**config.mk**
```make
export PLATFORM = sky130hd
export DESIGN_NAME = spi_controller
export DESIGN_NICKNAME = d
export VERILOG_FILES = /design/src/rtl/spi_pkg.sv /design/src/rtl/spi_clk_tick.sv /design/src/rtl/spi_controller.sv
export SDC_FILE = /design/constraint.sdc
export NUM_CORES = 1
export LEC_CHECK = 0
export ABC_CLOCK_PERIOD_IN_PS = 3050
export CORE_AREA = 2 2 61 120
export CTS_CLUSTER_DIAMETER = 120
export DETAILED_ROUTE_END_ITERATION = 7
export DIE_AREA = 0 0 63 122
export MAX_ROUTING_LAYER = met4
export PLACE_DENSITY = 0.46
export SYNTH_ARGS = -nofsm -noshare
export SYNTH_HDL_FRONTEND = slang
export SYNTH_SLANG_ARGS = --single-unit
```
**constraint.sdc**
```tcl
create_clock -name clk -period 3.05 [get_ports clk]
set_input_delay 0.305 -clock clk [delete_from_list [all_inputs] [get_ports clk]]
set_output_delay 0.305 -clock clk [all_outputs]
set_load 0.01 [all_outputs]
```
**src/rtl/spi_pkg.sv**
```systemverilog
// Shared SPI definitions: frame geometry, controller state encodings and the
// register map understood by spi_peripheral.
package spi_pkg;

  localparam int SPI_FRAME_W = 16;
  localparam int SPI_ADDR_W  = 7;
  localparam int SPI_DATA_W  = 8;
  localparam int SPI_CNT_W   = 5;

  // Controller FSM state encodings (plain constants for legacy tools).
  typedef logic [2:0] spi_state_t;
  localparam spi_state_t ST_IDLE    = 3'd0;
  localparam spi_state_t ST_SETUP   = 3'd1;
  localparam spi_state_t ST_SCLK_HI = 3'd2;
  localparam spi_state_t ST_SCLK_LO = 3'd3;
  localparam spi_state_t ST_GAP     = 3'd4;

  // Register addresses decoded by spi_peripheral; anything above is ignored.
  localparam logic [SPI_ADDR_W-1:0] SPI_REG_EN_OUT_7_0  = 7'h00;
  localparam logic [SPI_ADDR_W-1:0] SPI_REG_EN_OUT_15_8 = 7'h01;
  localparam logic [SPI_ADDR_W-1:0] SPI_REG_CFG_0       = 7'h02;
  localparam logic [SPI_ADDR_W-1:0] SPI_REG_CFG_1       = 7'h03;
  localparam logic [SPI_ADDR_W-1:0] SPI_REG_CFG_2       = 7'h04;
  localparam int                    SPI_REG_COUNT       = 5;

  function automatic logic [SPI_FRAME_W-1:0] spi_make_frame(
    input logic                  rw,
    input logic [SPI_ADDR_W-1:0] addr,
    input logic [SPI_DATA_W-1:0] data
  );
    return {rw, addr, data};
  endfunction

endpackage

```
**src/rtl/spi_clk_tick.sv**
```systemverilog
// Phase timer for the SPI controller: a reloading down-counter that ticks on
// the last cycle of each period and is restarted on every FSM state entry.
module spi_clk_tick (
  input  logic       clk,
  input  logic       rst_n,
  input  logic       restart,
  input  logic [7:0] period,
  output logic       tick
);

  logic [7:0] cnt;

  // Loading period-1 makes the tick land on the period-th cycle of a state.
  always_ff @(posedge clk or negedge rst_n) begin
    if (!rst_n) begin
      cnt <= 8'd0;
    end else if (restart || cnt == 8'd0) begin
      cnt <= period - 8'd1;
    end else begin
      cnt <= cnt - 8'd1;
    end
  end

  assign tick = (cnt == 8'd0);

endmodule

```
**src/rtl/spi_controller.sv**
```systemverilog
// SPI mode-0 master sending 16-bit {rw, addr, wdata} frames MSB first.
// Define SPI_CONTROLLER_READ_EN to add the CIPO input and rdata readback.
module spi_controller
  import spi_pkg::*;
#(
  parameter int CLK_DIV = 4,
  parameter int CS_GAP  = 8
) (
  input  logic                  clk,
  input  logic                  rst_n,
`ifdef SPI_CONTROLLER_READ_EN
  input  logic                  CIPO,
  output logic [SPI_DATA_W-1:0] rdata,
`endif
  input  logic                  start,
  input  logic                  rw,
  input  logic [SPI_ADDR_W-1:0] addr,
  input  logic [SPI_DATA_W-1:0] wdata,
  output logic                  busy,
  output logic                  done,
  output logic                  SCLK,
  output logic                  nCS,
  output logic                  COPI
);

  localparam logic [7:0]           DIV_P      = 8'(CLK_DIV);
  localparam logic [7:0]           GAP_P      = 8'(CS_GAP);
  localparam logic [SPI_CNT_W-1:0] LAST_BIT   = SPI_CNT_W'(SPI_FRAME_W);

  spi_state_t             state;
  spi_state_t             state_nxt;
  logic                   restart;
  logic                   tick;
  logic [7:0]             period;
  logic [SPI_FRAME_W-1:0] shreg;
  logic [SPI_CNT_W-1:0]   bit_cnt;

  // A start seen on the final GAP cycle chains straight into the next frame,
  // which keeps nCS high for exactly CS_GAP cycles when start is held.
  always_comb begin
    state_nxt = state;
    case (state)
      ST_IDLE:    if (start) state_nxt = ST_SETUP;
      ST_SETUP:   if (tick)  state_nxt = ST_SCLK_HI;
      ST_SCLK_HI: if (tick)  state_nxt = ST_SCLK_LO;
      ST_SCLK_LO: if (tick)  state_nxt = (bit_cnt == LAST_BIT) ? ST_GAP : ST_SCLK_HI;
      ST_GAP:     if (tick)  state_nxt = start ? ST_SETUP : ST_IDLE;
      default:               state_nxt = ST_IDLE;
    endcase
  end

  assign restart = (state_nxt != state);
  assign period  = (state_nxt == ST_GAP) ? GAP_P : DIV_P;

  spi_clk_tick u_tick (
    .clk     (clk),
    .rst_n   (rst_n),
    .restart (restart),
    .period  (period),
    .tick    (tick)
  );

  // Outputs are registered and change only on the cycle a new state begins.
  always_ff @(posedge clk or negedge rst_n) begin
    if (!rst_n) begin
      state   <= ST_IDLE;
      shreg   <= '0;
      bit_cnt <= '0;
      SCLK    <= 1'b0;
      nCS     <= 1'b1;
      COPI    <= 1'b0;
      busy    <= 1'b0;
      done    <= 1'b0;
    end else begin
      state <= state_nxt;
      done  <= 1'b0;
      if (restart) begin
        case (state_nxt)
          ST_SETUP: begin
            shreg   <= spi_make_frame(rw, addr, wdata);
            bit_cnt <= '0;
            nCS     <= 1'b0;
            COPI    <= rw;
            SCLK    <= 1'b0;
            busy    <= 1'b1;
          end
          ST_SCLK_HI: begin
            SCLK <= 1'b1;
          end
          ST_SCLK_LO: begin
            SCLK    <= 1'b0;
            COPI    <= shreg[SPI_FRAME_W-2];
            shreg   <= shreg << 1;
            bit_cnt <= bit_cnt + 1'b1;
          end
          ST_GAP: begin
            nCS  <= 1'b1;
            COPI <= 1'b0;
            done <= 1'b1;
          end
          default: begin
            busy    <= 1'b0;
            bit_cnt <= '0;
          end
        endcase
      end
    end
  end

`ifdef SPI_CONTROLLER_READ_EN
  localparam logic [SPI_CNT_W-1:0] DATA_START = SPI_CNT_W'(SPI_FRAME_W - SPI_DATA_W);

  logic                  frame_rw;
  logic [SPI_DATA_W-1:0] rx_shift;

  // CIPO is captured on the last cycle of each data-phase SCLK high, i.e.
  // just before the falling edge; reads publish rdata together with done.
  always_ff @(posedge clk or negedge rst_n) begin
    if (!rst_n) begin
      frame_rw <= 1'b0;
      rx_shift <= '0;
      rdata    <= '0;
    end else begin
      if (restart && state_nxt == ST_SETUP) begin
        frame_rw <= rw;
      end
      if (state == ST_SCLK_HI && tick && bit_cnt >= DATA_START) begin
        rx_shift <= {rx_shift[SPI_DATA_W-2:0], CIPO};
      end
      if (restart && state_nxt == ST_GAP && !frame_rw) begin
        rdata <= rx_shift;
      end
    end
  end
`endif

endmodule

```
; Word level (Yosys, flattened, before mapping)
; Index checks and enable logic that the tools add are counted.
[op_classes]
add_sub_neg = 3
n_eq_ne = 10
muxes = 18
bitwise_logic = 2
reduce_logical = 16
[ops]
columns = operator, n
row1 = case mux 15 bit (2 select lines), 1
row2 = two-way mux 3 bit, 6
row3 = case mux 3 bit (5 select lines), 1
row4 = "== test 3 x 2 -> 1 bit, second input constant", 4
row5 = AND reduction 2 bit, 6
row6 = case mux 5 bit (2 select lines), 1
row7 = zero test 8 bit, 1
row8 = two-way mux 8 bit, 1
row9 = "subtractor 8 x 1 -> 8 bit, second input constant", 1
row10 = "== test 3 x 1 -> 1 bit, second input constant", 2
row11 = "== test 3 bit, second input constant", 2
row12 = case mux 1 bit (2 select lines), 3
row13 = nonzero test 2 bit, 3
row14 = "adder 5 x 1 -> 5 bit, second input constant", 1
row15 = "== test 5 bit, second input constant", 1
row16 = "subtractor 4 x 1 -> 5 bit, second input constant", 1
row17 = two-way mux 4 bit, 1
row18 = OR reduction 2 bit, 2
row19 = zero test 3 bit, 1
row20 = two-way mux 1 bit, 3
row21 = != test 3 bit, 1
row22 = case mux 1 bit (3 select lines), 1
row23 = nonzero test 3 bit, 1
row24 = OR reduction 3 bit, 1
row25 = other kinds (2), 3
[totals]
register_bits = 36
input_bits = 19
wordCells = 58

; Depth between registers and ports, before layout
[logic_depth]
word_depth = 8
mapped_depth = 9
ltp_nobuf = 7

; Hierarchy
; A second synthesis with hierarchy kept.
[hier_totals]
hier_cells = 206
area_unflattened_um2 = 2095.8
[by_module_without_submodules]
columns = module, n_inst, cells_per_inst, area_each_um2, seq_area_each_um2
row1 = spi_controller, 1, 155, 1551.5, 701.9
row2 = spi_clk_tick, 1, 51, 544.3, 200.2

; Worst setup path after synthesis
; Ideal clock, no wire load.
[synth_timing]
path_kind = register to register
from = register u_tick.cnt[0]
to = register shreg[10]
setup_time_ns = 0.122
t_arrival_ns = 2.137
required_time_ns = 2.928
path_slack_ns = 0.790
path_stages_with_launch = 10
path_buffers = 2
period_less_slack_ns = 2.260
path_cell_list = dfrtp_1 > inv_1 > ha_1 > or3b_2 > or3_4 > a21oi_2 > buf_6 > buf_12 > mux2i_1 > a21oi_2
[synth_between]
elab_chain_cells = 6
word_cells_on_any_way = 12
cone_classes = 3 x eq/ne / 6 x mux / 3 x reduce/logical
[synth_lines]
columns = item, line
row1 = start: declaration, spi_clk_tick.sv:11  ; logic [7:0] cnt;
row2 = start signal: assignment, spi_clk_tick.sv:18  ; cnt <= period - 8'd1;
row3 = start signal: assignment, spi_clk_tick.sv:20  ; cnt <= cnt - 8'd1;
row4 = zero test 8 bit *, spi_clk_tick.sv:24  ; assign tick = (cnt == 8'd0);
row5 = "two-way mux 3 bit, on equally long branches", --
row6 = case mux 3 bit (5 select lines) *, spi_controller.sv:42  ; case (state)
row7 = == test 3 x 2 -> 1 bit or == test 3 x 1 -> 1 bit (tied branches), spi_controller.sv:78  ; case (state_nxt)
row8 = nonzero test 2 bit (no source line), --
row9 = AND reduction 2 bit (no source line), --
row10 = end signal: assignment, spi_controller.sv:80  ; shreg <= spi_make_frame(rw, addr, wdata);
row11 = end signal: assignment, spi_controller.sv:93  ; shreg <= shreg << 1;
row12 = end: declaration, spi_controller.sv:35  ; logic [SPI_FRAME_W-1:0] shreg;
; Every way passes the cells marked *; elsewhere a longest branch is shown, timed or not.
; A chain may end at the register's enable or synchronous reset.

; Worst setup path in the final report
[layout_timing]
from = register u_tick.cnt[0]
to = register COPI
[layout_between]
elab_chain_cells = 6
word_cells_on_any_way = 13
cone_classes = 4 x eq/ne / 6 x mux / 3 x reduce/logical
[layout_lines]
columns = item, line
row1 = zero test 8 bit *, spi_clk_tick.sv:24
row2 = "two-way mux 3 bit, on equally long branches", --
row3 = case mux 3 bit (5 select lines) *, spi_controller.sv:42
row4 = "== test 3 bit, or another cell as far along", spi_controller.sv:78
row5 = nonzero test 3 bit (no source line), --
row6 = AND reduction 2 bit (no source line), --
row7 = end signal: assignment, spi_controller.sv:83  ; COPI <= rw;
row8 = end signal: assignment, spi_controller.sv:92  ; COPI <= shreg[SPI_FRAME_W-2];
row9 = end: declaration, spi_controller.sv:23  ; output logic COPI
; Marked as above.

==> impl_metrics.csv <==
group,metric,value,unit
outcome,status,"finished, final reports clean",
synthesis,post-synth-top-area-fraction,46.1,%
timing,drv_slew,0,
timing,grt_setup_unrepaired,"false",
timing,tightest_slew,832,ps
global_route,antenna_found_initial,0,
timing,finalSetupViolCount,0,
clocking,cts.sinks,36,
synthesis,synth_commonest_cells,"35 x dfrtp_1, 29 x nor2_1, 15 x mux2i_1, 13 x nand2_1, 11 x a21oi_1",
synthesis,ys_seq_area_share,47.5,%
drt,vias_per_cell,4.55,
power,leakage,0.000924,uW
hold_path,hp-class,"primary input to async pin",
synthesis,synth-edff-count,0,
global_route,grt_overflow,0,
synthesis,synth_top_area_cell,"dfrtp_1",
finish,area_growth,22.4,%
clocking,cts_resized,0,
clocking,cts_buffer_depth,2,
clocking,cts_root_buf,"clkbuf_16",
floorplan,coreArea,6830,um^2
critical_path,critPathArrivalTime,2630,ps
critical_path,cp.required,3210,ps
drt,wire_per_inst,12.2,um
clocking,htree_num_levels,2,
finish,layout.nets,235,
flow_run,maxCapViolCount,0,
finish,multiInputGateArea,888,um^2
placed_design,io_buffers,23,
global_route,grt_max_degree,37,
drt,firstDrtPassIters,4,
drt,ant_nets,0,
synthesis,synthTopCellsByArea,"dfrtp_1 46%, mux2i_1 7.9%, nor2_1 5.7%",
synthesis,syn-num-nets,212,
finish,fin_util,34.0,%
floorplan,initial_utilization,27.8,%
placed_design,place_inst,295,
critical_path,reg2regPathDepth,8,
synthesis,post-synth-top-count-cell,"dfrtp_1",
floorplan,io_pins,24,
timing,setup_ws,576,ps
placed_design,place_congestion,0.799,
clocking,cts.clk_slew.worst_paths,60,ps
critical_path,crit_type,"flop to flop",
floorplan,num_rows,43,
synthesis,ys_types,40,
clocking,clk_latency,280,ps
synthesis,yosys_most_used_dff,"dfrtp_1",
floorplan,die_x,63,um
finish,final_cells,303,
synthesis,async_flop_share,100,%
synthesis,ys_warn_count,0,
global_route,grtUsageTotal,11.0,%
timing,min_period_over_period,81.1,%
global_route,grt_pass1_wl,6550,um
placed_design,hpwl,2550,um
drt,drt_iter0_drc,54,
drt,vias,1378,
critical_path,cp_max_fo,18,
timing,setup_tns,0,ps
power,power_density,462,nW/um^2
finish,fillCellCount,746,
timing,finClkSkew,4.04,ps
drt,wl,3710,um
synthesis,syn_area,1900,um^2
critical_path,cp-end-kind,"flop",
finish,seq_area,902,um^2
clocking,postCtsHoldBufs,0,
synthesis,synth_area_per_cell,10.0,um^2
critical_path,start_kind,"flop",
power,power.total,1070,uW
synthesis,synthCells,189,
timing,hold_viol_final,0,
clocking,cts_buffers,5,
clocking,postCtsSetupBuffers,0,
placed_design,preCtsSetupSlack,589,ps
clocking,tritoncts,"done",
timing,maxSlewHeadroom,44.5,%
drt,drc_errors,0,
timing,fmax,404,MHz
finish,drive_gt1_share,12.7,%
floorplan,die_y,122,um
timing,fin_crit,2470,ps
floorplan,die_area,7690,um^2
synthesis,ys_ff_latch,36,
finish,diodes,0,
global_route,grt_pass1_vias,1378,
power,peakVddDrop,308,uV
==> layout make-up <==
cell class | count | area share, %
clock buffers | 8 | 6.30
well taps | 90 | 4.85
multi-input cells | 135 | 38.2
inverters | 9 | 1.45
flip-flops and latches | 36 | 38.8
repair buffers | 25 | 10.3
==> metrics by stage <==
step | hold slack, ps | area, um^2
after floorplan | 9.41 | 1900
after global placement | 449 | 2180
after detailed placement | 460 | 2180
after CTS | 173 | 2320
after global routing | 200 | 2320
final | 130 | 2320
==> logic make-up (layout without fill, tap and decap cells) <==
group | after synthesis | count (layout) | share of synthesized area [%]
xor+xnor | 7 | 7 | 3.23
fa+ha+maj | 4 | 4 | 2.64
buf+inv | 18 | 42 | 5.87
flops | 36 | 36 | 47.5
simple gates | 64 | 64 | 16.0
compound gates | 43 | 43 | 15.7
mux | 17 | 17 | 9.10
==> worst max-delay path, stage by stage (launching register included) <==
cell and delay [ps]:
dfrtp_1 390, inv_1 100, ha_1 150, or3b_2 510, or3_4 380, a21oi_2 130
buf_4 310, mux2i_1 110, mux2_2 260
==> power by group <==
part | internal, uW | switching (uW) | total, uW
sequential | 493 | 8.02 | 502
combinational | 33.3 | 26.4 | 59.7
clock | 326 | 186 | 512
total | 853 | 221 | 1070
==> layout by cell type (no fill, tap or decap), drive strengths merged, types with 3 or more instances in the layout <==
cell           instances
a21oi                 19
buf                    3
clkbuf                 8
clkdlybuf4s50         22
dfrtp                 35
ha                     4
inv                    9
mux2i                 15
nand2                 13
nand2b                 3
nand3                  8
nor2                  29
o211ai                 3
o21ai                  5
o22ai                  4
xnor2                  3
xor2                   4
==> per-layer routing <==
| metal | wire (um) | track usage [%] | up-vias |
|---|---|---|---|
| met2 | 1650 | 16.1 | 22 |
| met3 | 113 | 2.77 | 6 |
| met4 | 46 | 4.17 | 0 |
| li1 | - | - | 700 |
| met1 | 1900 | 14.7 | 650 |
| met5 | 0 | - | - |
==> flip-flops by register name, indices dropped and copies added, names as in the netlist <==
signal	count
bit_cnt	5
done	1
busy	1
COPI	1
nCS	1
SCLK	1
shreg	15
u_tick.cnt	8
state	3
==> worst paths after layout <==
path | start | to | slack (ps)
worst max-delay path | u_tick.cnt[0]$_DFF_PN0_ | COPI$_DFFE_PN0P_ | 580
worst min-delay path | rst_n | u_tick.cnt[5]$_DFF_PN0_ | 130
worst max register to register | u_tick.cnt[0]$_DFF_PN0_ | COPI$_DFFE_PN0P_ | 580
worst min register to register | u_tick.cnt[0]$_DFF_PN0_ | u_tick.cnt[0]$_DFF_PN0_ | 470
max in group asynchronous | rst_n | shreg[4]$_DFFE_PN0P_ | 2390
min in group clk | u_tick.cnt[0]$_DFF_PN0_ | u_tick.cnt[0]$_DFF_PN0_ | 470
(Power assumes the default switching activity.)
